[config.mk]
export PLATFORM = sky130hd
export DESIGN_NAME = pwm_duty_ramp
export DESIGN_NICKNAME = d
export VERILOG_FILES = /design/src/rtl/pwm_pkg.sv /design/src/rtl/step_prescaler.sv /design/src/rtl/pwm_duty_ramp.sv
export SDC_FILE = /design/constraint.sdc
export NUM_CORES = 1
export LEC_CHECK = 0
export ABC_AREA = 1
export CORE_MARGIN = 2
export CORE_UTILIZATION = 46
export DETAILED_ROUTE_END_ITERATION = 8
export PLACE_DENSITY = 0.7
export SYNTH_ARGS = -nofsm -noshare
export SYNTH_HDL_FRONTEND = slang
export SYNTH_SLANG_ARGS = --single-unit
[constraint.sdc]
create_clock -name clk -period 3.27 [get_ports clk]
set_input_delay 0.654 -clock clk [delete_from_list [all_inputs] [get_ports clk]]
set_output_delay 0.654 -clock clk [all_outputs]
set_load 0.02 [all_outputs]
[src/rtl/pwm_pkg.sv]
// Types shared by the PWM generator and its duty slew-rate limiter.
package pwm_pkg;

   typedef logic [7:0] duty_t;

   localparam duty_t DUTY_MIN = 8'd0;
   localparam duty_t DUTY_MAX = 8'd255;

   typedef enum logic [1:0] {IDLE, UP, DOWN} ramp_state_t;

endpackage

[src/rtl/step_prescaler.sv]
// Free-running prescaler: tick is high in the last cycle of every STEP_DIV-cycle window.
module step_prescaler #(
   parameter int unsigned STEP_DIV = 100000
) (
   input  logic clk,
   input  logic rst,
   output logic tick
);

   localparam int unsigned CNT_W = (STEP_DIV > 1) ? $clog2(STEP_DIV) : 1;
   localparam logic [CNT_W-1:0] CNT_MAX = CNT_W'(STEP_DIV - 1);

   logic [CNT_W-1:0] cnt_q;
   logic [CNT_W-1:0] cnt_d;

   always_comb begin
      cnt_d = cnt_q + CNT_W'(1);
      if (cnt_q == CNT_MAX) begin
         cnt_d = '0;
      end
   end

   always_ff @(posedge clk) begin
      if (rst) begin
         cnt_q <= '0;
      end else begin
         cnt_q <= cnt_d;
      end
   end

   assign tick = (cnt_q == CNT_MAX);

endmodule

[src/rtl/pwm_duty_ramp.sv]
// Slews the PWM duty toward target by STEP per tick, updating only at period starts.
// Define DUTY_RAMP_SYNC_EN to pass target through a 2-flop synchronizer first.
module pwm_duty_ramp
   import pwm_pkg::*;
#(
   parameter int unsigned STEP_DIV = 100000,
   parameter int unsigned STEP     = 1
) (
   input  logic       clk,
   input  logic       rst,
   input  logic [7:0] target,
   input  logic       period_start,
   output logic [7:0] duty,
   output logic       busy,
   output logic       done
);

   localparam logic [8:0] STEP9 = 9'(STEP);

   duty_t       tgt;
   duty_t       duty_q;
   duty_t       duty_d;
   logic        pending_q;
   logic        pending_d;
   logic        done_q;
   logic        done_d;
   logic        tick;
   logic        upd;
   logic [8:0]  sum9;
   logic [8:0]  dif9;
   ramp_state_t state_c;

   step_prescaler #(
      .STEP_DIV (STEP_DIV)
   ) u_prescaler (
      .clk  (clk),
      .rst  (rst),
      .tick (tick)
   );

`ifdef DUTY_RAMP_SYNC_EN
   duty_t sync1_q;
   duty_t sync2_q;

   always_ff @(posedge clk) begin
      if (rst) begin
         sync1_q <= '0;
         sync2_q <= '0;
      end else begin
         sync1_q <= target;
         sync2_q <= sync1_q;
      end
   end

   assign tgt = sync2_q;
`else
   assign tgt = target;
`endif

   // Direction is re-derived every cycle so a target change retargets immediately.
   always_comb begin
      state_c = IDLE;
      if (duty_q < tgt) begin
         state_c = UP;
      end else if (duty_q > tgt) begin
         state_c = DOWN;
      end
   end

   // 9-bit step math; an overshoot or borrow clamps to target.
   always_comb begin
      sum9      = {1'b0, duty_q} + STEP9;
      dif9      = {1'b0, duty_q} - STEP9;
      upd       = period_start & (pending_q | tick);
      duty_d    = duty_q;
      pending_d = pending_q | tick;
      done_d    = 1'b0;
      if (upd) begin
         pending_d = 1'b0;
         case (state_c)
            UP:      duty_d = (sum9 > {1'b0, tgt}) ? tgt : sum9[7:0];
            DOWN:    duty_d = (dif9[8] || (dif9[7:0] < tgt)) ? tgt : dif9[7:0];
            default: duty_d = duty_q;
         endcase
         done_d = (state_c != IDLE) && (duty_d == tgt);
      end
   end

   always_ff @(posedge clk) begin
      if (rst) begin
         duty_q    <= DUTY_MIN;
         pending_q <= 1'b0;
         done_q    <= 1'b0;
      end else begin
         duty_q    <= duty_d;
         pending_q <= pending_d;
         done_q    <= done_d;
      end
   end

   assign duty = duty_q;
   assign busy = (state_c != IDLE);
   assign done = done_q;

endmodule

==> results of run 1 <==
## layer usage
metal  global-route usage  vias to the layer above
li1                     -                     1380
met1                0.303                     1150
met2                0.342                       72
met3               0.0349                        6
met4               0.0404                        0
met5                    0                        -
## sequential cells by signal, indices dropped and copies added (netlist names)
register / flops
done: 1
duty: 8
pending_q: 1
u_prescaler.cnt_q: 17
## repair_timing
item	4_1_cts	5_1_grt
buffers inserted	0	1
pin swaps	0	1
endpoints found under the setup margin	1	1
resized for setup	1	7
## worst paths after layout
path	from	to	slack, ps	cells after the start
worst max-delay path	target[7]	busy	190	9
worst min-delay path	u_prescaler.cnt_q[0]$_SDFF_PP0_	u_prescaler.cnt_q[0]$_SDFF_PP0_	450	1
worst max register to register	duty[1]$_SDFFE_PP0P_	done$_SDFF_PP0_	420	22
worst min register to register	u_prescaler.cnt_q[0]$_SDFF_PP0_	u_prescaler.cnt_q[0]$_SDFF_PP0_	450	1
## where the power goes
part	internal [mW]	leakage (nW)	switching (mW)
combinational	0.0385	1.24	0.0502
clock	0.0854	0.0255	0.104
sequential	0.332	0.220	0.00188
total	0.455	1.48	0.156
## metrics by stage
stage / area (um^2) / cells
after CTS: 2940 / 508
after floorplan: 2510 / 403
after global placement: 2890 / 504
final: 2960 / 509
after detailed placement: 2890 / 504
after global routing: 2960 / 509
## Yosys cell counts
cell type and instances:
o21a_1 2, nor3b_1 1, or2_2 2, a211oi_1 1, nand2_8 1, nor2_2 2
nor3_1 8, buf_4 1, buf_2 1, and3_1 1, dfxtp_1 27, a21oi_1 15
a221oi_1 1, nand4_4 1, nand3_2 5, nand4_1 3, inv_1 59, nor2_1 36
nand2_2 5, clkbuf_1 1, nand2_1 108, o21bai_1 1, nor4_1 3, o22ai_1 8
xor2_1 8, a21o_1 1, nand2_4 1, ha_1 26, inv_2 7, xnor2_1 1
nand3_1 58, nor2_4 1, nor3_2 1, o21ai_0 5, nand3b_1 1
## cells by family (layout without fill, tap and decap cells)
family                     after synthesis  after routing  share of synthesized area
xor gates and xnor gates                 9              9                     0.0313
AOI/OAI and AO/OA                       34             34                     0.0781
adders and majority gates               26             26                      0.129
DFF                                     27             27                      0.215
buffers and inverters                   69            105                      0.105
and+or+nand+nor                        238            238                      0.441
## layout make-up
class                           count  area [um^2]  area share
Timing Repair Buffer               35          312       0.105
Inverter                           66          248      0.0836
Sequential cell                    27          544       0.184
Multi-Input combinational cell    307         1730       0.582
Clock buffer                        3         41.3      0.0139
Clock inverter                      1         5.00     0.00169
Tap cell                           70         87.6      0.0296
==> flow_metrics.tcl, run 1 <==
set metrics [dict create \
    outcome "complete, no violations" \
    io_buffers 20 \
    cts_root_buf "clkbuf_8" \
    power_density_mw_per_mm2 206 \
    final_cell_mix "nand2_1 (107), inv_1 (59), nand3_1 (58)" \
    fin_setup_tns_ps 0 \
    syn_to_final_growth_pct 17.8 \
    max_cap_viol_count 0 \
    drt-met1-wl_um 3090 \
    path_class "in -> out" \
    crit_family "buffers and inverters" \
    ys_types 35 \
    antenna_found_initial 0 \
    slowest_stage "clkdlybuf4s50_1" \
    grt_use_total 0.213 \
    grt_pass1_vias 2428 \
    overflow 0 \
    crit_buf_inv 3 \
    chipHeight_um 77.9 \
    wl_per_cell_um 12.2 \
    fin_crit_sh 0.943 \
    postSynthNetCount 440 \
    cpMostUsedCell "nand2_1" \
    ios 21 \
    htree_levels 1 \
    nets 477 \
    tritoncts "built" \
    fillers 511 \
    clockBufferDepth 2 \
    cp-end-kind "output port" \
    wl_met2_um 2710 \
    synthDominantCellAreaShare 0.215 \
    relSlewSlack 0.669 \
    dr_total_vias 2608 \
    crit_required_ps 2620 \
    post-route-min-period_ps 3080 \
    layout_setup_ws_ps 188 \
    vias_per_cell 5.12 \
    critPathLaunchType "input pin" \
    skew_ps 8.74 \
    maxSlewViolCount 0 \
    synthCells 403 \
    netlist_area_mm2 0.00251 \
    cts_hold_buf 0 \
    place.gp.congestion 0.888 \
    drive_gt1_frac 0.116 \
    die-area_mm2 0.00607 \
    leakagePower_nw 1.48 \
    holdWs_ps 449 \
    preCtsSetupSlack_ps -14.0 \
    ys_seq_area_frac 0.215 \
    yosys_warnings 0 \
    dr.pass1.iters 4 \
    grt_pass1_wl_um 10800 \
    clk_pin_slew_worst_paths_ps 90 \
    drt_wl_total_um 6210 \
    finalHoldViolations 0 \
    hold_class "reg -> reg" \
    setup_violations 0 \
    critPathMaxStageDelay_ps 480 \
    highest-signal-layer "met4" \
    drt_drc_violations_left 0 \
    clkLatencyLatePin_ps 270 \
    final_core_util 0.569 \
    synth_area_leaders "dfxtp_1 (21%), nand2_1 (16%), ha_1 (13%), nand3_1 (12%), inv_1 (8.8%)" \
    cts_inserted_buffers 3 \
    crit_path_cell_trace "clkdlybuf4s50_1 -> inv_1 -> ha_1 -> nand2_1 -> nor2_1 -> nand2_1 -> nor3_2 -> nand2_2 -> dlygate4sd2_1" \
    syn_area_per_cell_um2 6.24 \
    drt_iter0_drc 125 \
    cts.sinks 27 \
    rsz0062_at_grt "false" \
    die_x_um 77.9 \
    path_max_fanout 2 \
    tightest_slew_ps 492 \
    fmax_mhz 324 \
    arrival_ps 2430 \
    met3WireLength_um 384 \
    power_mw 0.611 \
    ant_nets 0 \
    synth_top_area_cell "dfxtp_1" \
    dp_hpwl_um 5020 \
    final_common_cell "nand2_1" \
    rows 26 \
    vdd_drop_max_mv 0.157 \
    n_antenna_cell 0 \
    core_mm2 0.00520 \
    synth-seq-cells 27 \
    grt_max_degree 16 \
    initial_utilization 0.483 \
]
Power figures use the tool's default switching activity.
==> run 2: changes to the inputs <==
--- a/config.mk
+++ b/config.mk
@@ -6,6 +6,7 @@
 export NUM_CORES = 1
 export LEC_CHECK = 0
 export ABC_AREA = 1
+export CAP_MARGIN = 10
 export CORE_MARGIN = 2
 export CORE_UTILIZATION = 46
 export DETAILED_ROUTE_END_ITERATION = 8
==> results of run 2 <==
Final layout, timing and power as in run 1 (identical DEF).
==> run 3: changes to the inputs <==
--- a/config.mk
+++ b/config.mk
@@ -7,8 +7,10 @@
 export LEC_CHECK = 0
 export ABC_AREA = 1
 export CAP_MARGIN = 10
+export CORE_ASPECT_RATIO = 0.8
 export CORE_MARGIN = 2
 export CORE_UTILIZATION = 46
+export CTS_BUF_LIST = sky130_fd_sc_hd__clkbuf_4 sky130_fd_sc_hd__clkbuf_8
 export DETAILED_ROUTE_END_ITERATION = 8
 export PLACE_DENSITY = 0.7
 export SYNTH_ARGS = -nofsm -noshare
==> run 3 against run 2 <==
Via count rose by 1.7%. Sequential power barely moved. Sequential share of layout area barely moved. First-iteration DRC count rose by 84%. Utilization fell by 1.9 points. Register-to-register slack got worse by 180 ps. Cell area fell by 0.25%. Maximum frequency rose by 1.8%. Combinational power rose by 3.6%. Largest power group unchanged. Hold slack improved by 13 ps. Count of clock-buffer cells in the layout rose by 1.
==> flow_metrics.tcl, run 3 (synthesis gave the netlist of run 1 again) <==
set metrics [dict create \
    post-route-min-period_ps 3030 \
    max_cap_viol_count 0 \
    post-cts-setup-buffers 0 \
    path_max_fanout 9 \
    fin_crit_sh 0.926 \
    startpoint "duty[1]$_SDFFE_PP0P_" \
    power_density_mw_per_mm2 210 \
    place_area_mm2 0.00290 \
    pwr-share-seq 0.539 \
    dp_hpwl_um 5270 \
    place.gp.congestion 0.907 \
    final_cell_mix "nand2_1 (107), inv_1 (59), nand3_1 (58)" \
    top_register "u_prescaler.cnt_q" \
    overflow 0 \
    fillers 539 \
    antenna_found_initial 0 \
    vias_per_cell 5.25 \
    vdd_drop_max_mv 0.160 \
    initial_utilization 0.468 \
    r2r_slack_ps 240 \
    largest_reg_flops 17 \
    clkLatencyLatePin_ps 270 \
    tightest_slew_ps 563 \
    ios 21 \
    crit_path_cell_trace "nand3_1 -> nor2_1 -> nand3_1 -> nand2_1 -> o21a_1 -> inv_1 -> ha_1 -> nand2_1 -> nor3_1 -> nand4_4 -> nand2_4 -> nand2_1 -> nand3_1 -> nand3_1 -> nand2_1 -> nand3_1 -> nor2_1 -> nand2_1 -> nor2_1" \
    drt_wl_total_um 6470 \
    p_sw_frac 0.247 \
    chipHeight_um 70.1 \
    path_class "reg -> reg" \
    core_mm2 0.00538 \
    fmax_mhz 330 \
    crit-reg2reg-capture "done$_SDFF_PP0_" \
    drive_gt1_frac 0.109 \
    pwr-share-clk 0.313 \
    crit_end "done$_SDFF_PP0_" \
    grt_use_total 0.226 \
    dr_total_vias 2653 \
    wl_per_cell_um 12.8 \
    outcome "complete, no violations" \
    die_x_um 86.7 \
    p_int_mw 0.466 \
    nets 478 \
    dr.pass1.iters 5 \
    finalHoldViolations 0 \
    cts.sinks 27 \
    crit_required_ps 3480 \
    maxSlewViolCount 0 \
    cts_hold_buf 0 \
    tritoncts "built" \
    whs_path_depth 1 \
    fin_area_mm2 0.00296 \
    relSlewSlack 0.621 \
    drt_drc_violations_left 0 \
    grt_max_degree 15 \
    final_core_util 0.550 \
    p_comb_frac 0.148 \
    clockBufferDepth 2 \
    clk_pin_slew_worst_paths_ps 90 \
    grt_pass1_wl_um 11000 \
    htree_levels 1 \
    rows 24 \
    leakagePower_nw 1.48 \
    grt_pass1_vias 2354 \
    hold_class "reg -> reg" \
    skew_ps 2.77 \
    cp-end-kind "flip-flop" \
    critPathMaxStageDelay_ps 460 \
    io_buffers 20 \
    rr_startpoint "duty[1]$_SDFFE_PP0P_" \
    critPathLaunchType "flip-flop" \
    switchingPower_mw 0.153 \
    crit_family "simple AND/OR/NAND/NOR gates" \
    setup_violations 0 \
    cts_inserted_buffers 3 \
    slowest_stage "dfxtp_1" \
    crit_buf_inv 1 \
    syn_to_final_growth_pct 17.5 \
    die-area_mm2 0.00608 \
    fin_setup_tns_ps 0 \
    drt_iter0_drc 230 \
    rsz0062_at_grt "true" \
    ant_nets 0 \
    arrival_ps 3240 \
    cts_root_buf "clkbuf_8" \
    final_common_cell "nand2_1" \
    cp_num_cells 19 \
    n_antenna_cell 0 \
    rr_worst_depth 19 \
]
==> run 3: metal layers <==
| layer | vias to the layer above | share of wire | GRT usage |
|---|---|---|---|
| li1 | 1382 | - | - |
| met1 | 1178 | 0.53 | 0.371 |
| met2 | 88 | 0.39 | 0.313 |
| met3 | 5 | 0.070 | 0.0402 |
| met4 | 0 | 0.0053 | 0.0243 |
| met5 | - | 0 | 0 |
==> run 3: cell type report <==
type | count | area [um^2] | area share
clock buffer | 4 | 48.8 | 0.0165
sequential | 27 | 542 | 0.183
timing repair buffer | 36 | 323 | 0.109
inverter | 66 | 248 | 0.0838
tap | 65 | 81.3 | 0.0275
multi-input combinational | 307 | 1710 | 0.580
==> run 3: power groups by stage <==
stage / Combinational, mW / Clock (mW) / Sequential (mW)
final: 0.0919 / 0.194 / 0.334
after global routing: 0.104 / 0.217 / 0.334
after CTS: 0.0907 / 0.202 / 0.334
after detailed placement: 0.0901 / 0 / 0.341
after global placement: 0.0881 / 0 / 0.341
after floorplan: 0.0504 / 0 / 0.341
==> run 3: worst min path at each step <==
stage,startpoint,endpoint
after CTS,u_prescaler.cnt_q[0]$_SDFF_PP0_,u_prescaler.cnt_q[0]$_SDFF_PP0_
after global placement,u_prescaler.cnt_q[0]$_SDFF_PP0_,u_prescaler.cnt_q[0]$_SDFF_PP0_
after detailed placement,u_prescaler.cnt_q[0]$_SDFF_PP0_,u_prescaler.cnt_q[0]$_SDFF_PP0_
final,u_prescaler.cnt_q[0]$_SDFF_PP0_,u_prescaler.cnt_q[0]$_SDFF_PP0_
after global routing,u_prescaler.cnt_q[0]$_SDFF_PP0_,u_prescaler.cnt_q[0]$_SDFF_PP0_
after floorplan,u_prescaler.cnt_q[0]$_SDFF_PP0_,u_prescaler.cnt_q[0]$_SDFF_PP0_
==> run 3: per-stage QoR <==
stage / cells / total power, mW / setup WS (ps) / hold slack, ps
3_3_place_gp: 501 / 0.429 / 54.3 / 431
4_1_cts: 505 / 0.626 / 13.8 / 465
3_5_place_dp: 501 / 0.431 / 24.0 / 448
6_report: 505 / 0.619 / 242 / 462
5_1_grt: 505 / 0.655 / -119 / 488
2_1_floorplan: 403 / 0.391 / 478 / 418
==> run 3: repair_timing <==
item,4_1_cts,5_1_grt
setup endpoints to repair,0,2
resized for setup,0,3
hold endpoints to repair,0,0
